## src/rtl/mul_job_sequencer.sv

```systemverilog
// Job sequencer for the 4x4 shift-add multiplier core: operand FIFO,
// launch/capture FSM, result port and hung-core watchdog.
module mul_job_sequencer #(
  parameter int DEPTH   = 4,
  parameter int TIMEOUT = 15
) (
  input  logic       clk,
  input  logic       rst,
  input  logic       in_valid,
  output logic       in_ready,
  input  logic [3:0] in_a,
  input  logic [3:0] in_b,
  output logic [3:0] mul_in1,
  output logic [3:0] mul_in2,
  output logic       mul_go,
  output logic       mul_rst,
  input  logic       mul_done,
  input  logic [7:0] mul_out,
  output logic       res_valid,
  input  logic       res_ready,
  output logic [7:0] res_data,
  output logic       res_err,
  output logic       busy
);

  localparam int AW = $clog2(DEPTH);
  localparam int CW = AW + 1;
  localparam int TW = $clog2(TIMEOUT + 1);

  typedef enum logic [2:0] {
    S_CLEAR,
    S_IDLE,
    S_LAUNCH,
    S_WAIT,
    S_SETTLE,
    S_CAPTURE,
    S_ABORT,
    S_OUTPUT
  } state_t;

  state_t        state_q;
  logic [7:0]    mem_q [DEPTH];
  logic [AW-1:0] wr_q, wr_d;
  logic [AW-1:0] rd_q, rd_d;
  logic [CW-1:0] cnt_q, cnt_d;
  logic [TW-1:0] timer_q;
  logic [3:0]    in1_q, in2_q;
  logic [7:0]    data_q;
  logic          go_q, pulse_q, rv_q, err_q;
  logic          push, pop, empty, full, launch;
  logic [7:0]    head;

  assign empty = (cnt_q == '0);
  assign full  = (cnt_q == CW'(DEPTH));
  assign push  = in_valid && !full;
  assign pop   = (state_q == S_LAUNCH);
  assign head  = mem_q[rd_q];

  assign launch = !empty &&
    ((state_q == S_IDLE) ||
     (state_q == S_OUTPUT && res_ready));

  always_comb begin
    wr_d  = push ? wr_q + AW'(1) : wr_q;
    rd_d  = pop ? rd_q + AW'(1) : rd_q;
    cnt_d = cnt_q + CW'(push) - CW'(pop);
  end

  always_ff @(posedge clk) begin
    if (push) mem_q[wr_q] <= {in_a, in_b};
  end

  always_ff @(posedge clk or posedge rst) begin
    if (rst) begin
      wr_q  <= '0;
      rd_q  <= '0;
      cnt_q <= '0;
    end else begin
      wr_q  <= wr_d;
      rd_q  <= rd_d;
      cnt_q <= cnt_d;
    end
  end

  // Core reset pulses on entry to CLEAR, CAPTURE and ABORT.
  always_ff @(posedge clk or posedge rst) begin
    if (rst) begin
      state_q <= S_CLEAR;
      pulse_q <= 1'b1;
      go_q    <= 1'b0;
      timer_q <= '0;
      in1_q   <= '0;
      in2_q   <= '0;
      rv_q    <= 1'b0;
      data_q  <= '0;
      err_q   <= 1'b0;
    end else begin
      go_q    <= 1'b0;
      pulse_q <= 1'b0;
      if (launch) begin
        state_q        <= S_LAUNCH;
        go_q           <= 1'b1;
        {in1_q, in2_q} <= head;
      end
      unique case (state_q)
        S_CLEAR:  state_q <= S_IDLE;
        S_IDLE:   ;
        S_LAUNCH: begin
          timer_q <= '0;
          state_q <= S_WAIT;
        end
        S_WAIT: begin
          timer_q <= timer_q + TW'(1);
          if (mul_done) begin
            state_q <= S_SETTLE;
          end else if (timer_q == TW'(TIMEOUT)) begin
            state_q <= S_ABORT;
            pulse_q <= 1'b1;
          end
        end
        S_SETTLE: begin
          state_q <= S_CAPTURE;
          pulse_q <= 1'b1;
        end
        S_CAPTURE: begin
          data_q  <= mul_out;
          err_q   <= 1'b0;
          rv_q    <= 1'b1;
          state_q <= S_OUTPUT;
        end
        S_ABORT: begin
          data_q  <= '0;
          err_q   <= 1'b1;
          rv_q    <= 1'b1;
          state_q <= S_OUTPUT;
        end
        S_OUTPUT: begin
          if (res_ready) begin
            rv_q <= 1'b0;
            if (empty) state_q <= S_IDLE;
          end
        end
      endcase
    end
  end

  assign in_ready  = !full;
  assign mul_in1   = in1_q;
  assign mul_in2   = in2_q;
  assign mul_go    = go_q;
  assign mul_rst   = rst || pulse_q;
  assign res_valid = rv_q;
  assign res_data  = data_q;
  assign res_err   = err_q;
  assign busy      = !empty ||
    !(state_q == S_IDLE || state_q == S_CLEAR);

endmodule

```

## config.mk

```make
export PLATFORM = sky130hd
export DESIGN_NAME = mul_job_sequencer
export DESIGN_NICKNAME = d
export VERILOG_FILES = /design/src/rtl/mul_job_sequencer.sv
export SDC_FILE = /design/constraint.sdc
export NUM_CORES = 1
export LEC_CHECK = 0
export CELL_PAD_IN_SITES_DETAIL_PLACEMENT = 1
export CELL_PAD_IN_SITES_GLOBAL_PLACEMENT = 1
export CORE_AREA = 8 8 90 92
export DETAILED_ROUTE_END_ITERATION = 16
export DIE_AREA = 0 0 98 100
export PLACE_DENSITY_LB_ADDON = 0.05
export SLEW_MARGIN = 20
export SYNTH_ARGS = -nofsm -noshare
export SYNTH_HDL_FRONTEND = slang
export SYNTH_SLANG_ARGS = --single-unit
```

## constraint.sdc

```tcl
create_clock -name clk -period 2.6 [get_ports clk]
set_input_delay 0.52 -clock clk [delete_from_list [all_inputs] [get_ports clk]]
set_output_delay 0.52 -clock clk [all_outputs]
set_load 0.01 [all_outputs]
```

== Word-level counts from Yosys, hierarchy flattened ==
Memory sizes are Yosys's and may differ from the RTL's. A register that Yosys moved wholly into a read port is not among the register bits.
Index checks and enable logic that the tools add are counted.
W data, S select, Z words.

* Bits in registers: 26
* Bits in writable memories: 32
* Output and inout port bits: 22
* Memories: 1
* Word-level logic and storage cells: 60

* Equality and inequality tests: 10
* Multiplexer cells: 17
* Reduce and logical (&&, ||, !) cells: 17
* Add/sub/neg operators: 5

{| class="wikitable"
|+ Memories
! name !! words !! bits a word !! read ports !! clocked after memory_dff !! wr ports !! line !! source
|-
| mem_q || 4 || 8 || 1 || 1 || 1 || 42 || <nowiki>logic [7:0] mem_q [DEPTH];</nowiki>
|}

{| class="wikitable"
|+ Operators by type and width
! kind !! count
|-
| $pmux W3 S6 || 1
|-
| $pmux W8 S2 || 1
|-
| $eq A3 B3 Y1 const B || 5
|-
| $mux W3 || 5
|-
| $pmux W4 S2 || 1
|-
| $eq A3 B2 Y1 const B || 2
|-
| $logic_not A3 Y1 || 2
|-
| $mux W1 || 6
|-
| $pmux W1 S2 || 3
|-
| $reduce_bool A2 Y1 || 3
|-
| $add A2 B1 Y2 const B || 2
|-
| $add A4 B1 Y4 const B || 1
|-
| $eq A4 B4 Y1 const B || 1
|-
| $logic_or A1 B1 Y1 || 4
|-
| $add A3 B1 Y3 || 1
|-
| $eq A3 B1 Y1 const B || 1
|-
| $logic_and A1 B1 Y1 || 3
|-
| $logic_not A1 Y1 || 3
|-
| $sub A3 B1 Y3 || 1
|-
| $ne A2 B2 Y1 const B || 1
|-
| $reduce_and A2 Y1 || 1
|-
| $reduce_or A2 Y1 || 1
|}

== Depth between registers and ports, before layout ==
* Depth after elaboration: 8
* Depth in mapped cells: 10
* Gate-level depth less buffers: 10

== Worst setup path before layout ==
Ideal clock, no wire load.

* Path type: register to register
* From: register cnt_q[1]
* To: register cnt_q[2]
* Arrival: 2184 ps
* Stages on the path, launching flop included: 11
* Period minus slack after synthesis: 2309 ps
* Slack: 291 ps
* Path buffers: 0
* Library setup time: 125 ps
* Cell sequence: dfrtp_1 -> or3b_1 -> and2_4 -> inv_1 -> ha_1 -> inv_1 -> ha_1 -> inv_1 -> fa_1 -> xnor2_1 -> xnor2_1

* Longest elaborated chain between the ends: 5

{| class="wikitable"
|+ RTL lines
! element !! line !! source
|-
| start: declaration || 45 || <nowiki>logic [CW-1:0] cnt_q, cnt_d;</nowiki>
|-
| start signal: assignment || 81 || <nowiki>cnt_q <= cnt_d;</nowiki>
|-
| $eq A3 B3 Y1 || 54 || <nowiki>assign full = (cnt_q == CW'(DEPTH));</nowiki>
|-
| $logic_not A1 Y1 || n/a ||
|-
| via in_ready || 10 || <nowiki>output logic in_ready,</nowiki>
|-
| $logic_and A1 B1 Y1 || 55 || <nowiki>assign push = in_valid && !full;</nowiki>
|-
| $add A3 B1 Y3 || 66 || <nowiki>cnt_d = cnt_q + CW'(push) - CW'(pop);</nowiki>
|-
| $sub A3 B1 Y3 || 66 ||
|-
| via cnt_d[2] || 45 ||
|}

The timed path passes the listed nets, and every way through them passes these cells.
A chain may end at the register's enable or synchronous reset.

== Worst setup path in the final report ==
* From: register cnt_q[1]
* To: output port busy

* Longest elaborated chain between the ends: 3

{| class="wikitable"
|+ RTL lines
! element !! line !! source
|-
| $logic_not A3 Y1 || 53 || <nowiki>assign empty = (cnt_q == '0);</nowiki>
|-
| $logic_not A1 Y1 || 155 || <nowiki>assign busy = !empty ||</nowiki>
|-
| $logic_or A1 B1 Y1 || 155 ||
|-
| end: declaration || 23 || <nowiki>output logic busy</nowiki>
|}

No other way between the ends.

==> reports/results.txt <==
H-tree Lvls: 3
Post-synth top area share: 0.338
GRT Overall Usage: 0.138
Largest net degree at the start of global routing: 35
Sequential fraction of the synthesis area: 0.637
Slew HR: 0.592
CTS tree: done
Crit path cell chain: or3_4 -> or3_2 -> dlygate4sd2_1
Final Instance Area: 3590 µm²
Maximum clock rate: 0.408 GHz
R2R cell count: 10
Yosys reg bits: 66
Die W: 98 µm
Kind of end point of the critical path: output port
WHS Path Cells: 1
Ys flop type: dfrtp_1
Placed inst area: 3340 µm²
Most area-consuming cells after synthesis: edfxtp_1, dfrtp_1, mux4_2
Critical-path top delay cell: dfrtp_1
Gate Count Post-Synth: 190
Ant diodes: 0
Number of vias per cell: 5.34
Starting Density: 0.428
Final Hold Fails: 0
Synth async-reset ratio: 0.515
Hold crit path type: reg2reg
Post-DP HPWL: 4360 µm
Maximum vdd drop: 0.497 mV
Yosys warns: 0
Maximum clock insertion buffer count: 2
Crit share post-route: 0.943
Fin nets: 267
I/O Pins: 43
Vias in the first global route: 2,019
Final setup fails: 0
Critical path's top delay family: simple AND/OR/NAND/NOR gates
Final setup skew: 0.00658 ns
Share of cells above drive strength 1: 0.185
Vias post-DR: 1,724
GPL Wtd Cong: 0.726
Initial DRT Pass Iterations: 3
Synth Net Count: 219
WL/cell: 19.6 µm
Global-route wire length before repair: 10,400 µm
Post-CTS Resized: 1
Remaining DRCs: 0
Worst path bufs/invs: 1
Cts bufs inserted: 9
Root Buffer Master: clkbuf_8
Post-Syn Area: 2840 µm²
EDFF count, synth: 32
Grt ovf: 0
CP required: 2.08 ns
Syn Area/Cell: 15.0 µm²
Worst Setup Start Kind: flop
DRT antenna net count: 0
Clock Latency Late Sink: 0.33 ns
Min Tclk post-route: 2.45 ns
CP Depth: 3
Die H: 100 µm
Utilization after layout: 0.541
Number of I/O port buffers: 42
Max-Cap Viols: 0
Core Area: 6640 µm²
DRT iter0 DRCs: 57
FF-to-FF setup slack: 0.18 ns
RSZ-0062 raised after global routing: false
Post-CTS Setup Repair Bufs: 0
Cell taking the most area after synthesis: edfxtp_1
Hold buffers post-CTS: 0
Initial antenna violation count: 0
Layout area overhead: 26.3%
Library cells used by synthesis: 41
Clk sink count: 66
Total Die Area: 9800 µm²
Leak pwr: 1.43 nW
Crit-path max FO: 4
Row count: 30
Final-report max-slew violation count: 0
Status: finished clean
CP arrival: 1.93 ns
Measured slew at the worst slew-check pin: 0.613 ns
Crit path largest cell delay: 0.44 ns
Routed WL: 6320 µm
Clk pin slew, worst setup/hold paths: 0.07 ns
Crit path kind: reg2out
Pwr Density: 1230 nW/µm²
-- cells by family (layout without fill, tap and decap cells) --
logic type / count (synthesis) / after routing / share of synthesized area
muxes: 19 / 19 / 0.118
AOI/OAI and AO/OA: 33 / 33 / 0.0761
DFF: 66 / 66 / 0.637
and+or+nand+nor: 39 / 39 / 0.0814
buffers and inverters: 20 / 73 / 0.0334
xor gates and xnor gates: 5 / 5 / 0.0154
adders and majority gates: 8 / 8 / 0.0378
-- layer usage --
| metal | vias up | GRT usage | wire length [µm] |
|---|---|---|---|
| met5 | - | 0 | 0 |
| li1 | 795 | - | - |
| met4 | 0 | 0.0755 | 170 |
| met2 | 32 | 0.240 | 3250 |
| met1 | 880 | 0.157 | 2730 |
| met3 | 17 | 0.0284 | 176 |
-- report_power, final --
group	total, mW	switching [mW]	internal, mW	leakage, nW
logic	1.61	0.718	0.895	0.596
registers	1.77	0.307	1.46	0.702
clock network	1.05	0.387	0.666	0.127
total	4.43	1.41	3.02	1.43
-- metrics by stage --
stage	hold WS (ns)	power (mW)	worst slack (ns)	cells	setup TNS [ns]
global placement	0.489	3.29	0.115	307	0
CTS	0.523	4.51	0.0942	323	0
finish	0.519	4.43	0.149	323	0
detailed placement	0.499	3.42	-0.0334	307	-0.0334
floorplan	0.472	2.79	0.291	190	0
global route	0.532	4.72	0.0333	323	0
-- worst reg2reg max path: stages, from the launching register on --
cell and delay, ns:
dfrtp_1 0.44, or3b_4 0.45, and2_4 0.19, inv_1 0.05, ha_1 0.22, inv_1 0.06, ha_1 0.15, inv_1 0.06
fa_1 0.38, xnor2_1 0.20, xnor2_1 0.14
-- Yosys cell counts, types with 2 or more instances --
cell and instances:
dfrtp_1 33, edfxtp_1 32, a21oi_1 14, inv_1 11, mux2_4 9, nor2b_1 9, o2bb2ai_1 9, mux4_2 8
nand2_1 8, ha_1 7, o21ai_0 5, and3_1 4, clkbuf_1 4, xnor2_1 4, buf_4 3, nor2_1 3
nand2b_1 2, nand3_1 2
-- state kept, by name, summed over array words and instances (netlist names) --
name       count
mem_q         32
res_data       8
mul_in1        4
mul_in2        4
timer_q        4
cnt_q          3
state_q        3
rd_q           2
wr_q           2
mul_go         1
pulse_q        1
res_err        1
res_valid      1
-- path summary, 6_finish.rpt --
check / end / from
worst max-delay path: busy / cnt_q[1]
worst min-delay path: mul_in2[0] / mul_in2[0]
worst max register to register: cnt_q[2] / cnt_q[1]
worst min register to register: mul_in2[0] / mul_in2[0]
max in group asynchronous: pulse_q / rst
min in group asynchronous: mul_in2[1] / rst
-- cell type report --
class | instances | area [µm²]
tap | 80 | 100
inverter | 11 | 41.3
sequential | 66 | 1810
multi-input combinational | 104 | 938
clock inverter | 6 | 113
fill | 655 | 3050
timing repair buffer | 46 | 449
clock buffer | 10 | 138
-- cells in the final DEF, fill, tap and decap left out, types with 2 or more instances in the layout --
master	synthesis	routed
nand2_1	8	8
ha_1	7	7
dfrtp_1	33	33
buf_4	3	4
edfxtp_1	32	32
nor2_1	3	3
o21ai_0	5	5
nand3_1	2	2
bufinv_16	0	3
o2bb2ai_1	9	9
nand2b_1	2	2
mux2_4	9	9
clkdlybuf4s50_1	0	41
mux4_2	8	8
a21oi_1	14	14
and3_1	4	4
clkbuf_8	0	10
xnor2_1	4	4
nor2b_1	9	9
inv_1	11	11
No activity file was read; power rests on OpenSTA's default activity.
==> patch 1 (same flow settings) <==
The parameter `DEPTH` goes from 4 to 8.
--- a/src/rtl/mul_job_sequencer.sv
+++ b/src/rtl/mul_job_sequencer.sv
@@ -3,3 +3,3 @@
 module mul_job_sequencer #(
-  parameter int DEPTH   = 4,
+  parameter int DEPTH   = 8,
   parameter int TIMEOUT = 15
Check against the original RTL: not equivalent (a bounded check fails within 10 cycles, from zero or initial values and one cycle with rst high).
==> patch 1 against the original RTL <==
- area after synthesis increased by 52%
- sequential cell count increased by 35
- non-clock buffer count increased by 13
- sequential share of layout area increased by 5.4 points
- total power increased by 33%
- wire length increased by 81%
- worst setup slack got worse by 0.044 ns
- critical path type unchanged
- final area increased by 42%
==> patch 1: results (changes against the original RTL) <==
| Metric | Value |
|---|---|
| Final Skew | `0.0135 ns (+0.00691 ns)` |
| Global Route Usage Sum | `24.5% (+11 points)` |
| Final GP Congestion | `0.751 (+3.5%)` |
| Yosys cell types | `43 (+4.9%)` |
| Worst slew pin tran | `0.776 ns (+0.164 ns)` |
| Share of layout cells above drive strength 1 | `19.8% (+1.3 points)` |
| Worst-path fanout max | `3 (-1)` |
| Dpl hpwl | `7280 um (+67%)` |
| 1st-pass router iterations | `4 (+1)` |
| Vias in the first global route | `2942 (+46%)` |
| Met2 usage | `41.8% (+18 points)` |
| Commonest cells in the netlist | `64 x edfxtp_1, 36 x dfrtp_1, 18 x mux2_2, 12 x nand2_1` |
| Global-route wire length before repair | `17500 um (+67%)` |
| Asr flop ratio synth | `36.6% (-15 points)` |
| CP arrival | `1.98 ns (+0.05 ns)` |
| Ranking of synthesized cells by area | `edfxtp_1 44%, dfrtp_1 21%, mux4_1 5.5%, mux2_2 4.7%, mux4_2 3.6%` |
| Clock Latency Late Sink | `0.36 ns (+0.03 ns)` |
| CP delay by family, top | `buffers and inverters` |
| M1 GR Usage | `28.4% (+13 points)` |
| DRT iter0 DRCs | `151 (+160%)` |
| Seq/Total Area, Yosys | `65.9% (+2.2 points)` |
| Synth Net Count | `297 (+36%)` |
| Max incr delay on CP | `0.50 ns (+0.06 ns)` |
| Pleak | `1.92 nW (+35%)` |
| EDFF count, synth | `64 (+100%)` |
| Largest net degree at the start of global routing | `38 (+8.6%)` |
| Wire length per cell | `28.0 um (+43%)` |
| Reg clk slew, reported paths | `0.10 ns (+0.03 ns)` |
| VDD IR max | `0.722 mV (+45%)` |
| Vias/cell | `6.47 (+21%)` |
| Status | `finished clean` |
| Met3 usage | `5.54% (+2.7 points)` |
| Setup WS pre-CTS | `0.145 ns (+0.179 ns)` |
| Largest register FFs | `64 (+100%)` |
| Nets | `354 (+33%)` |
==> patch 1: timing repair <==
item / 4_1_cts / 5_1_grt
gates resized for setup: 2 / 3
setup endpoints to repair: 2 / 3
endpoints found under the hold margin: 0 / 0
pin swaps: 0 / 0
==> patch 1: path summary, 6_finish.rpt <==
kind | startpoint | endpoint | slack, ns
worst min register to register | res_data[2] | res_data[2] | 0.53
worst max-delay path | cnt_q[2] | busy | 0.10
max in group asynchronous | rst | pulse_q | 1.62
worst max register to register | cnt_q[2] | cnt_q[2] | 0.20
worst min-delay path | res_data[2] | res_data[2] | 0.53
min in group asynchronous | rst | timer_q[2] | 0.62
==> patch 1: area by class of cell <==
| class | instances | area (um^2) |
|---|---|---|
| repair buffers | 59 | 547 |
| multi-input cells | 141 | 1360 |
| well taps | 80 | 100 |
| clock buffers | 10 | 128 |
| clock inverters | 6 | 70.1 |
| inverters | 11 | 41.3 |
| fillers | 531 | 1550 |
| flip-flops and latches | 101 | 2850 |
==> patch 1: cell families (layout without fill, tap and decap cells) <==
group                    count (synthesis)  in the layout  share of synthesized area (%)
adder cells (fa/ha/maj)                 10             10                           3.07
multiplexers                            38             38                           14.9
AND/OR/NAND/NOR                         52             52                           6.63
buffers and inverters                   24             86                           2.81
XOR/XNOR                                 6              6                           1.22
AO/OA/AOI/OAI                           35             35                           5.47
flip-flops                             101            101                           65.9
==> patch 1: power breakdown <==
part,total (W),switching [W],internal [W]
clock network,0.00100,0.000549,0.000454
registers,0.00252,0.000370,0.00215
logic,0.00238,0.00118,0.00120
==> patch 1: routing by layer <==
metal  vias up  wire (um)
met5         -          0
met4         0        259
met3        20        789
met2       146       5820
met1      1349       4540
li1       1123          -
==> patch 1: metrics by stage <==
stage	instance area (um^2)	utilization [%]	std cells	hold slack (ns)
floorplan	4320	-	266	0.476
global placement	4890	73.6	392	0.484
detailed placement	4890	73.6	392	0.501
CTS	5090	76.6	408	0.536
global route	5100	76.7	408	0.551
finish	5100	76.7	408	0.530
==> patch 1: worst register-to-register path, cell delays in order, from the launching register on <==
cell,delay (ns)
dfrtp_1,0.38
inv_1,0.12
ha_1,0.19
or3b_4,0.42
nand2_2,0.12
ha_2,0.27
inv_1,0.05
ha_1,0.15
inv_1,0.06
fa_1,0.40
xnor2_1,0.14
==> patch 2 (same flow settings) <==
Made on the original files. The 8 states of `state_t` get a Gray code encoding in 3 bits.
--- a/src/rtl/mul_job_sequencer.sv
+++ b/src/rtl/mul_job_sequencer.sv
@@ -30,10 +30,10 @@
   typedef enum logic [2:0] {
-    S_CLEAR,
-    S_IDLE,
-    S_LAUNCH,
-    S_WAIT,
-    S_SETTLE,
-    S_CAPTURE,
-    S_ABORT,
-    S_OUTPUT
+    S_CLEAR   = 3'b000,
+    S_IDLE    = 3'b001,
+    S_LAUNCH  = 3'b011,
+    S_WAIT    = 3'b010,
+    S_SETTLE  = 3'b110,
+    S_CAPTURE = 3'b111,
+    S_ABORT   = 3'b101,
+    S_OUTPUT  = 3'b100
   } state_t;
Function: same outputs for any inputs over 10 cycles, from zero or initial values and one cycle with rst high; not proved beyond that.
==> patch 2 against the original RTL <==
- worst setup slack lost 0.0061 ns
- non-clock buffer count grew 3
- final area shrank 3.8%
- sequential cell count is the same
- clock skew grew 0.0019 ns
- total power shrank 11%
- area after synthesis shrank 4.1%
- die area is the same
- utilization shrank 2.1 points
- sequential power shrank 3%
- wire length shrank 9.7%
- hold slack lost 0.030 ns
==> patch 2: results (changes against the original RTL) <==
| Metric | Value |
|---|---|
| 1st-pass router iterations | `4 (+1)` |
| Yosys cell types | `36 (-12%)` |
| Biggest register | `mem_q` |
| # resized after CTS | `0 (-1)` |
| Worst hold start | `res_data[7]` |
| CP arrival | `2.70 ns (+0.77 ns)` |
| Share of layout cells above drive strength 1 | `17.8% (-0.75 points)` |
| VDD IR max | `0.517 mV (+4.0%)` |
| Net Switching | `0.00129 W (-8.8%)` |
| Nets | `266 (-0.37%)` |
| Final WL | `5710 um (-9.7%)` |
| Final GP Congestion | `0.687 (-5.4%)` |
| Cell Area, Placed | `3270 um^2 (-2.1%)` |
| Seq/Total Area, Yosys | `66.5% (+2.8 points)` |
| CP Launch Type | `flop` |
| Synth Net Count | `213 (-2.7%)` |
| Global Route Usage Sum | `12.9% (-0.95 points)` |
| Largest net degree at the start of global routing | `20 (-43%)` |
| Vias in the first global route | `1866 (-7.6%)` |
| Commonest cells in the netlist | `33 x dfrtp_1, 32 x edfxtp_1, 23 x nand2_1, 14 x o21ai_0` |
| Worst-path fanout max | `6 (+2)` |
| H-tree depth | `3 (unchanged)` |
| Vias/cell | `5.11 (-4.3%)` |
| Hold crit path type | `reg -> reg` |
| Crit-path slowest cell | `or3b_1` |
| Ranking of synthesized cells by area | `edfxtp_1 35%, dfrtp_1 30%, mux4_2 6.6%, mux2_2 3.7%, ha_1 3.2%` |
| DRT iter0 DRCs | `63 (+11%)` |
| Pleak | `1.37 nW (-3.9%)` |
| Largest register FFs | `32 (unchanged)` |
| Global-route wire length before repair | `9750 um (-6.5%)` |
| Final Skew | `0.00848 ns (+0.00190 ns)` |
| Worst slew pin tran | `0.679 ns (+0.0661 ns)` |
| CP delay by family, top | `adder cells` |
| Dpl hpwl | `4100 um (-5.8%)` |
| Status | `finished clean` |
| Max incr delay on CP | `0.49 ns (+0.05 ns)` |
[patch 2: changes by cell type after synthesis, sizes merged, moves of 8 or more]
| cell | change |
|---|---|
| a21oi | -14 |
| o21ai | +9 |
| o2bb2ai | -9 |
| nand2 | +15 |
| nor2b | -8 |
[patch 2: path summary, 6_finish.rpt]
kind	slack, ns	cells after the start	to
worst max-delay path	0.14	10	cnt_q[2]
worst min-delay path	0.49	2	res_data[7]
worst max register to register	0.14	10	cnt_q[2]
worst min register to register	0.49	2	res_data[7]
max in group asynchronous	1.39	3	cnt_q[1]
min in group asynchronous	0.62	2	mul_go
[patch 2: kinds of logic (layout without fill, tap and decap cells)]
kind of cell               after synthesis  count (layout)  share of synthesized area, %
adders and majority gates                8               8                          3.95
muxes                                   17              17                          10.3
AOI/OAI and AO/OA                       25              25                          6.01
buffers and inverters                   16              74                          2.34
xor gates and xnor gates                 5               5                          1.61
and+or+nand+nor                         47              47                          9.27
DFF                                     66              66                          66.5
[patch 2: worst register-to-register path, cell delays in order, from the launching register on]
cell and delay (ns):
dfrtp_1 0.45, or3b_1 0.49, and2_4 0.21, inv_1 0.06
ha_1 0.22, inv_1 0.06, ha_1 0.14, inv_1 0.05
fa_1 0.37, xnor2_1 0.18, xnor2_1 0.14
[patch 2: area by class of cell]
cell class                 count  area, um^2
clock buffer                  10         128
clock inverter                 6        58.8
fill                         669        3190
inverter                       9        33.8
multi-input combinational    102         850
sequential                    66        1810
tap                           80         100
timing repair buffer          49         473
[patch 2: power by group through the flow]
stage	clock, W	combinational, W	sequential (W)
final	0.000813	0.00143	0.00171
after global routing	0.000892	0.00159	0.00177
after CTS	0.000846	0.00146	0.00172
after detailed placement	0	0.00145	0.00174
after global placement	0	0.00138	0.00170
after floorplan	0	0.000863	0.00168
[patch 2: metrics by stage]
stage                TNS, ns  cells  setup WS (ns)  hold slack, ns
global placement           0    306          0.125           0.462
detailed placement  -0.00439    306       -0.00439           0.480
CTS                        0    322          0.127           0.496
floorplan                  0    184          0.282           0.460
global route               0    322         0.0201           0.513
finish                     0    322          0.143           0.489
[patch 2: metal layers]
metal	GRT usage, %	part of all wire (%)	vias to the layer above
met3	3.53	4.2	8
li1	-	-	771
met2	21.1	49	30
met1	15.2	45	835
met4	6.83	1.6	0
met5	0	0	-
